**src/rtl/ce_gen_pkg.sv**
```systemverilog
// ce_gen_pkg: shared constants and types for the multi-channel clock-enable generator.
package ce_gen_pkg;
  localparam int NUM_CH_MAX = 8;
  localparam int CH_W = $clog2(NUM_CH_MAX);
  localparam int SPEED_W_DEF = 2;
  localparam logic [23:0] INC_CPU_3M58  = 24'h100000;
  localparam logic [23:0] INC_PSG_1M79  = 24'h080000;
  localparam logic [23:0] INC_TAPE_3K33 = 24'h0003D0;
  typedef logic [SPEED_W_DEF-1:0] speed_t;
endpackage

```
**src/rtl/ce_gen_chan.sv**
```systemverilog
// ce_gen_chan: one DDA phase accumulator with increment register, turbo shift and pulse-aligned speed latch.
module ce_gen_chan
  import ce_gen_pkg::*;
#(
  parameter int ACC_W   = 24,
  parameter int SPEED_W = SPEED_W_DEF
) (
  input  logic               clk_sys,
  input  logic               reset_n,
  input  logic               wr,
  input  logic [ACC_W-1:0]   inc_in,
  input  logic [SPEED_W-1:0] speed_in,
  input  logic               fast,
  input  logic               clr,
  output logic               ce,
  output logic [SPEED_W-1:0] speed_act
);
  localparam int STEP_W = ACC_W + 2**SPEED_W - 1;
  logic [ACC_W-1:0]   acc_q, acc_d, inc_q, inc_d;
  logic [SPEED_W-1:0] spd_q, spd_d;
  logic               ce_q, ce_d;
  logic [STEP_W-1:0]  step;
  logic [ACC_W:0]     sum;
  logic               sat;
  always_comb begin
    step  = STEP_W'(inc_q) << spd_q;
    sat   = |step[STEP_W-1:ACC_W];
    sum   = {1'b0, acc_q} + {1'b0, step[ACC_W-1:0]};
    ce_d  = clr ? fast : (fast | sat | sum[ACC_W]);
    acc_d = clr ? '0 : ((fast | sat) ? acc_q : sum[ACC_W-1:0]);
    inc_d = wr ? inc_in : inc_q;
    // speed only moves on a pulse edge (or while idle) so no period is ever cut short
    spd_d = (ce_d | ~|inc_q) ? speed_in : spd_q;
  end
  always_ff @(posedge clk_sys) begin
    if (!reset_n) begin
      acc_q <= '0;
      inc_q <= '0;
      spd_q <= '0;
      ce_q  <= 1'b0;
    end else begin
      acc_q <= acc_d;
      inc_q <= inc_d;
      spd_q <= spd_d;
      ce_q  <= ce_d;
    end
  end
  assign ce        = ce_q;
  assign speed_act = spd_q;
endmodule

```
**src/rtl/ce_gen_multi.sv**
```systemverilog
// ce_gen_multi: multi-channel fractional clock-enable generator with turbo and fast-load.
// Optional CE_GEN_SYNC_EN adds a sync input that phase-aligns all accumulators.
module ce_gen_multi
  import ce_gen_pkg::*;
#(
  parameter int NUM_CH  = 3,
  parameter int ACC_W   = 24,
  parameter int SPEED_W = SPEED_W_DEF
) (
  input  logic                      clk_sys,
  input  logic                      reset_n,
  input  logic                      cfg_wr,
  input  logic [CH_W-1:0]           cfg_ch,
  input  logic [ACC_W-1:0]          cfg_inc,
  input  logic [NUM_CH*SPEED_W-1:0] speed,
  input  logic [NUM_CH-1:0]         fast,
`ifdef CE_GEN_SYNC_EN
  input  logic                      sync,
`endif
  output logic [NUM_CH-1:0]         ce,
  output logic [NUM_CH*SPEED_W-1:0] speed_act
);
  logic clr;
`ifdef CE_GEN_SYNC_EN
  assign clr = sync;
`else
  assign clr = 1'b0;
`endif
  for (genvar k = 0; k < NUM_CH; k++) begin : g_ch
    ce_gen_chan #(.ACC_W(ACC_W), .SPEED_W(SPEED_W)) u_chan (
      .clk_sys   (clk_sys),
      .reset_n   (reset_n),
      .wr        (cfg_wr && (cfg_ch == CH_W'(k))),
      .inc_in    (cfg_inc),
      .speed_in  (speed[k*SPEED_W +: SPEED_W]),
      .fast      (fast[k]),
      .clr       (clr),
      .ce        (ce[k]),
      .speed_act (speed_act[k*SPEED_W +: SPEED_W])
    );
  end
endmodule
```
**config.mk**
```make
export PLATFORM = sky130hd
export DESIGN_NAME = ce_gen_multi
export DESIGN_NICKNAME = d
export VERILOG_FILES = /design/src/rtl/ce_gen_pkg.sv /design/src/rtl/ce_gen_chan.sv /design/src/rtl/ce_gen_multi.sv
export SDC_FILE = /design/constraint.sdc
export NUM_CORES = 1
export LEC_CHECK = 0
export BUFFER_PORTS_ARGS = -buffer_cell sky130_fd_sc_hd__buf_2
export CORE_MARGIN = 2
export CORE_UTILIZATION = 50
export DETAILED_ROUTE_END_ITERATION = 10
export PLACE_DENSITY = 0.69
export SLEW_MARGIN = 30
export SYNTH_ARGS = -nofsm -noshare
export SYNTH_HDL_FRONTEND = slang
export SYNTH_SLANG_ARGS = --single-unit
```
**constraint.sdc**
```tcl
create_clock -name clk_sys -period 3.45 [get_ports clk_sys]
set_input_delay 0.345 -clock clk_sys [delete_from_list [all_inputs] [get_ports clk_sys]]
set_output_delay 0.345 -clock clk_sys [all_outputs]
set_load 0.02 [all_outputs]
```
==> results of run 1 <==
[cell type report]
class / instances / area, µm²
clock buffer: 19 / 453
clock inverter: 13 / 191
fill: 1932 / 9000
inverter: 13 / 51.3
multi-input combinational: 1030 / 7360
sequential: 153 / 3070
tap: 275 / 344
timing repair buffer: 88 / 623
[kinds of logic (layout without fill, tap and decap cells)]
family,count (synthesis),after routing,share of synthesized area (%)
buffers and inverters,91,133,3.38
adders and majority gates,75,75,8.93
AOI/OAI and AO/OA,399,399,23.6
and+or+nand+nor,444,444,18.7
DFF,153,153,28.5
muxes,72,72,13.7
xor gates and xnor gates,40,40,3.26
[power by group through the flow]
stage,clock (W),sequential [W],combinational (W)
after global routing,0.00216,0.00189,0.000816
after CTS,0.00208,0.00188,0.000734
final,0.00206,0.00189,0.000744
after global placement,0,0.00192,0.000716
after detailed placement,0,0.00192,0.000729
after floorplan,0,0.00191,0.000528
[flip-flops by register name (all words and copies together) (netlist names)]
name                   count
g_ch.u_chan.ce             3
g_ch.u_chan.speed_act      6
g_ch.u_chan.inc_q         72
g_ch.u_chan.acc_q         72
[path summary, 6_finish.rpt]
kind                                 endpoint  slack (ns)  depth (start not counted)
hold / removal    g_ch[2].u_chan.speed_act[1]        0.16                          3
hold reg to reg      g_ch[1].u_chan.acc_q[13]        0.46                          2
setup reg to reg     g_ch[0].u_chan.acc_q[22]        0.19                         10
setup / recovery     g_ch[0].u_chan.acc_q[22]        0.19                         10
[metal layers]
metal | share of wire, % | vias up | wire length (µm) | track usage [%]
met3 | 5.2 | 37 | 1480 | 3.18
met4 | 1.8 | 0 | 520 | 7.06
met5 | 0 | - | 0 | 0
met1 | 47 | 4663 | 13300 | 36.7
met2 | 46 | 266 | 12900 | 39.9
li1 | - | 4846 | - | -
[stage by stage]
stage | worst slack, ns | power [W] | utilization, %
CTS | 0.137 | 0.00470 | 57.1
floorplan | 0.00190 | 0.00244 | -
finish | 0.188 | 0.00469 | 57.3
detailed placement | 0.154 | 0.00265 | 54.1
global placement | 0.257 | 0.00264 | 54.1
global route | 0.00515 | 0.00487 | 57.3
[cell usage after synthesis, drive strengths merged (17+ instances only)]
cell type  count
nand3         28
nor4          17
mux4          60
nor3          17
nor2          53
buf           17
nand2        249
xnor2         25
clkbuf        61
a21oi        163
a21o          44
dfxtp        153
o21ai         49
ha            72
a211oi        31
[worst max-delay path, cell delays in order, from the launching register on]
cell and delay [ns]:
dfxtp_2 0.40, buf_12 0.17, mux4_2 0.51, ha_1 0.30, and2_1 0.20, nand3_1 0.15, or4_1 0.61, a31oi_4 0.27
o21ai_1 0.11, a2111o_1 0.38, o211ai_1 0.08
[timing repair]
action	CTS	global route
setup endpoints to repair	0	4
hold buffers	0	0
gates resized for setup	0	3
buffers inserted	0	1
==> flow_metrics.env, run 1 <==
export IMPL_drt_initial_drc_count=766
export IMPL_worstSetupEndpointType="register"
export IMPL_first_pass_iters=5
export IMPL_switching_share_pct=27.4
export IMPL_grt_start_max_net_pins=71
export IMPL_hold_viol=0
export IMPL_postRouteAntennaNets=0
export IMPL_ys_seq_area_share_pct=28.5
export IMPL_yosysTopAreaCell="dfxtp_1"
export IMPL_fin_worst_skew_ns=0.00896
export IMPL_setup_viol=0
export IMPL_dieArea_um2=22700
export IMPL_p_clk_share_pct=43.9
export IMPL_drc_errors=0
export IMPL_layout_nets=1417
export IMPL_die_h_um=151
export IMPL_power_switching_w=0.00128
export IMPL_layout_drive_gt1_share_pct=15.0
export IMPL_rsz0062_at_grt="false"
export IMPL_num_vias=9812
export IMPL_clk_latency_ns=0.43
export IMPL_drt_total_wl_um=28200
export IMPL_ys_warn_count=0
export IMPL_synth_area_per_cell_um2=8.45
export IMPL_ir_drop_mv=0.343
export IMPL_p_per_area_nw_per_um2=388
export IMPL_ys_top_cells_by_area="dfxtp_1, mux4_2, nand2_1"
export IMPL_fp_coreArea_um2=21100
export IMPL_start_kind="register"
export IMPL_p_seq_share_pct=40.3
export IMPL_hpwl_um=20400
export IMPL_place_congestion=0.904
export IMPL_clockRootBuffer="clkbuf_16"
export IMPL_cts_sinks=153
export IMPL_die_width_um=151
export IMPL_area_growth_pct=12.4
export IMPL_ctsHtreeMaxLevel=4
export IMPL_diodes=0
export IMPL_ys_flop_type="dfxtp_1"
export IMPL_critPathArrivalTime_ns=3.62
export IMPL_num_io_pins=48
export IMPL_placed_cells_incl_taps=1557
export IMPL_port_buffer_count=47
export IMPL_fin_cells=1591
export IMPL_netlist_instances=1274
export IMPL_p_int_w=0.00340
export IMPL_async_flop_share_pct=0
export IMPL_finalCritPeriodShare_pct=94.6
export IMPL_hp_start="speed[5]"
export IMPL_placed_cell_area_um2=11400
export IMPL_combPwrFrac_pct=15.9
export IMPL_drv_cap=0
export IMPL_layout_common_cells="nand2_1, a21oi_1, dfxtp_1"
export IMPL_initial_core_util_pct=51.0
export IMPL_synth_edff_count=0
export IMPL_r2r_start="g_ch[0].u_chan.speed_act[0]"
export IMPL_grt_pass1_wl_um=45700
export IMPL_synth_cell_type_count=70
export IMPL_hold_ws_ns=0.157
export IMPL_status="complete, no violations"
export IMPL_cts_tree="yes"
export IMPL_grt_usage_pct=25.4
export IMPL_slew_limit_headroom_pct=40.3
export IMPL_finalInstanceArea_um2=12100
export IMPL_clk_pin_slew_ns=0.07
export IMPL_ys_seq_elements=153
export IMPL_fin_tns_setup_ns=0
export IMPL_leakage_nw=4.91
export IMPL_crit_type="reg -> reg"
export IMPL_crit_path_max_fanout=12
export IMPL_antenna_found_initial=0
export IMPL_cts_buffers=17
export IMPL_gr_total_overflow=0
export IMPL_worst_ep_required_time_ns=3.80
export IMPL_final_common_cell="nand2_1"
export IMPL_synth_area_um2=10800
export IMPL_synth_top_cell_area_share_pct=28.5
export IMPL_grt_pass1_vias=8932
export IMPL_hp_class="in -> reg"
export IMPL_via_per_inst=6.17
export IMPL_row_count=53
export IMPL_worstMarginPinSlew_ns=0.895
export IMPL_max_freq_mhz=307
export IMPL_critPathLaunch="g_ch[0].u_chan.speed_act[0]"
export IMPL_synthesis_nets=1388
export IMPL_drv_slew=0
export IMPL_wl_per_cell_um=17.7
export IMPL_cts_buffer_depth=2
export IMPL_min_period_ns=3.26
No activity file was read; power rests on OpenSTA's default activity.
==> inputs of run 2 (changes only) <==
Settings changed: CORE_ASPECT_RATIO from default to 0.8.
==> flow_metrics.env, run 2 (synthesis results as in run 1) <==
export IMPL_fin_ws_ns=0.149
export IMPL_worstReg2RegEnd="g_ch[0].u_chan.acc_q[22]"
export IMPL_dpl_worst_slack_ns=0.167
export IMPL_clk_pin_slew_ns=0.06
export IMPL_first_pass_iters=7
export IMPL_status="complete, no violations"
export IMPL_rsz0062_at_grt="false"
export IMPL_rrSetupSlack_ns=0.15
export IMPL_gr_total_overflow=0
export IMPL_grt_start_max_net_pins=48
export IMPL_drv_slew=0
export IMPL_final_common_cell="nand2_1"
export IMPL_r2r_start="g_ch[0].u_chan.speed_act[0]"
export IMPL_drv_cap=0
export IMPL_grt_pass1_vias=9188
export IMPL_crit_type="reg -> reg"
export IMPL_r2r_cells=10
export IMPL_num_io_pins=48
export IMPL_dieArea_um2=22700
export IMPL_fp_coreArea_um2=20900
export IMPL_cts_buffer_depth=2
export IMPL_start_kind="register"
export IMPL_worstMarginPinSlew_ns=0.869
export IMPL_min_period_ns=3.30
export IMPL_via_per_inst=6.32
export IMPL_worst_ep_required_time_ns=3.80
export IMPL_ctsHtreeMaxLevel=4
export IMPL_row_count=47
export IMPL_port_buffer_count=47
export IMPL_fin_tns_setup_ns=0
export IMPL_die_h_um=135
export IMPL_whs_endpoint="g_ch[1].u_chan.speed_act[0]"
export IMPL_ir_drop_mv=0.304
export IMPL_area_growth_pct=12.3
export IMPL_crit_path_max_fanout=10
export IMPL_placed_cells_incl_taps=1552
export IMPL_place_congestion=0.928
export IMPL_grt_pass1_wl_um=47500
export IMPL_layout_nets=1418
export IMPL_finalCritPeriodShare_pct=95.7
export IMPL_cts_buffers=17
export IMPL_hp_start="speed[2]"
export IMPL_nFillCells=1882
export IMPL_setup_viol=0
export IMPL_layout_drive_gt1_share_pct=15.4
export IMPL_max_freq_mhz=303
export IMPL_num_vias=10000
export IMPL_cts_tree="yes"
export IMPL_fin_worst_skew_ns=0.0142
export IMPL_wl_per_cell_um=18.5
export IMPL_finalPower_w=0.00463
export IMPL_drt_initial_drc_count=915
export IMPL_critPathArrivalTime_ns=3.66
export IMPL_hp_class="in -> reg"
export IMPL_worstSetupEndpointType="register"
export IMPL_clockRootBuffer="clkbuf_16"
export IMPL_hpwl_um=21500
export IMPL_cts_sinks=153
export IMPL_grt_usage_pct=26.1
export IMPL_die_width_um=168
export IMPL_drc_errors=0
export IMPL_antenna_found_initial=1
export IMPL_hold_viol=0
export IMPL_fin_cells=1587
export IMPL_slew_limit_headroom_pct=42.0
export IMPL_clk_latency_ns=0.44
export IMPL_p_per_area_nw_per_um2=383
export IMPL_postRouteAntennaNets=0
export IMPL_layout_common_cells="nand2_1, a21oi_1, dfxtp_1"
export IMPL_leakage_nw=4.93
export IMPL_drt_total_wl_um=29300
export IMPL_initial_core_util_pct=51.5
export IMPL_holdPathStages=3
[run 2: per-layer routing]
layer	track usage, %	share of wire (%)	wire [µm]	up-vias
met3	5.49	8.1	2360	32
met2	38.5	42	12400	389
met5	0	0	0	-
met4	6.14	1.1	330	0
met1	39.2	48	14200	4758
li1	-	-	-	4849
[run 2: through the flow]
step                cell area (µm²)  util (%)  hold slack, ns
detailed placement            11400      54.6           0.451
CTS                           12000      57.5           0.142
floorplan                     10800         -           0.432
global placement              11400      54.6           0.443
finish                        12100      57.9           0.158
global route                  12100      57.9           0.159
[run 2: worst max path at each step]
stage,startpoint,to,depth (start not counted)
after CTS,g_ch[0].u_chan.speed_act[0],g_ch[0].u_chan.acc_q[22],10
after floorplan,g_ch[0].u_chan.speed_act[0],g_ch[0].u_chan.acc_q[22],11
final,g_ch[0].u_chan.speed_act[0],g_ch[0].u_chan.acc_q[22],10
after global routing,g_ch[0].u_chan.speed_act[0],g_ch[0].u_chan.acc_q[22],10
after detailed placement,g_ch[0].u_chan.speed_act[0],g_ch[0].u_chan.acc_q[22],10
after global placement,g_ch[0].u_chan.speed_act[1],g_ch[0].u_chan.speed_act[0],11
[run 2: report_power, final]
group | leakage, nW | internal, W | switching [W] | total, W
logic | 3.39 | 0.000324 | 0.000425 | 0.000750
clock network | 0.299 | 0.00112 | 0.000867 | 0.00199
registers | 1.24 | 0.00183 | 0.0000683 | 0.00189
total | 4.93 | 0.00327 | 0.00136 | 0.00463
[run 2: cell type report]
type / instances / area, µm² / area share, %
clock buffer: 18 / 439 / 3.64
inverter: 13 / 51.3 / 0.425
tap: 269 / 337 / 2.79
clock inverter: 14 / 183 / 1.51
multi-input combinational: 1030 / 7380 / 61.1
antenna: 1 / 2.50 / 0.0207
sequential: 153 / 3070 / 25.4
timing repair buffer: 89 / 618 / 5.12
[run 2: critical path, stage by stage (launching register included)]
cell,delay (ns)
dfxtp_2,0.42
buf_12,0.17
mux4_2,0.49
ha_1,0.30
and2_1,0.20
nand3_1,0.15
or4_1,0.60
a31oi_4,0.27
o21ai_1,0.13
a2111o_1,0.40
o211ai_1,0.09
[run 2: repair_timing]
item,4_1_cts,5_1_grt
resized for setup,0,10
hold buffers,0,0
buffers inserted,0,1
endpoints found under the setup margin,0,11
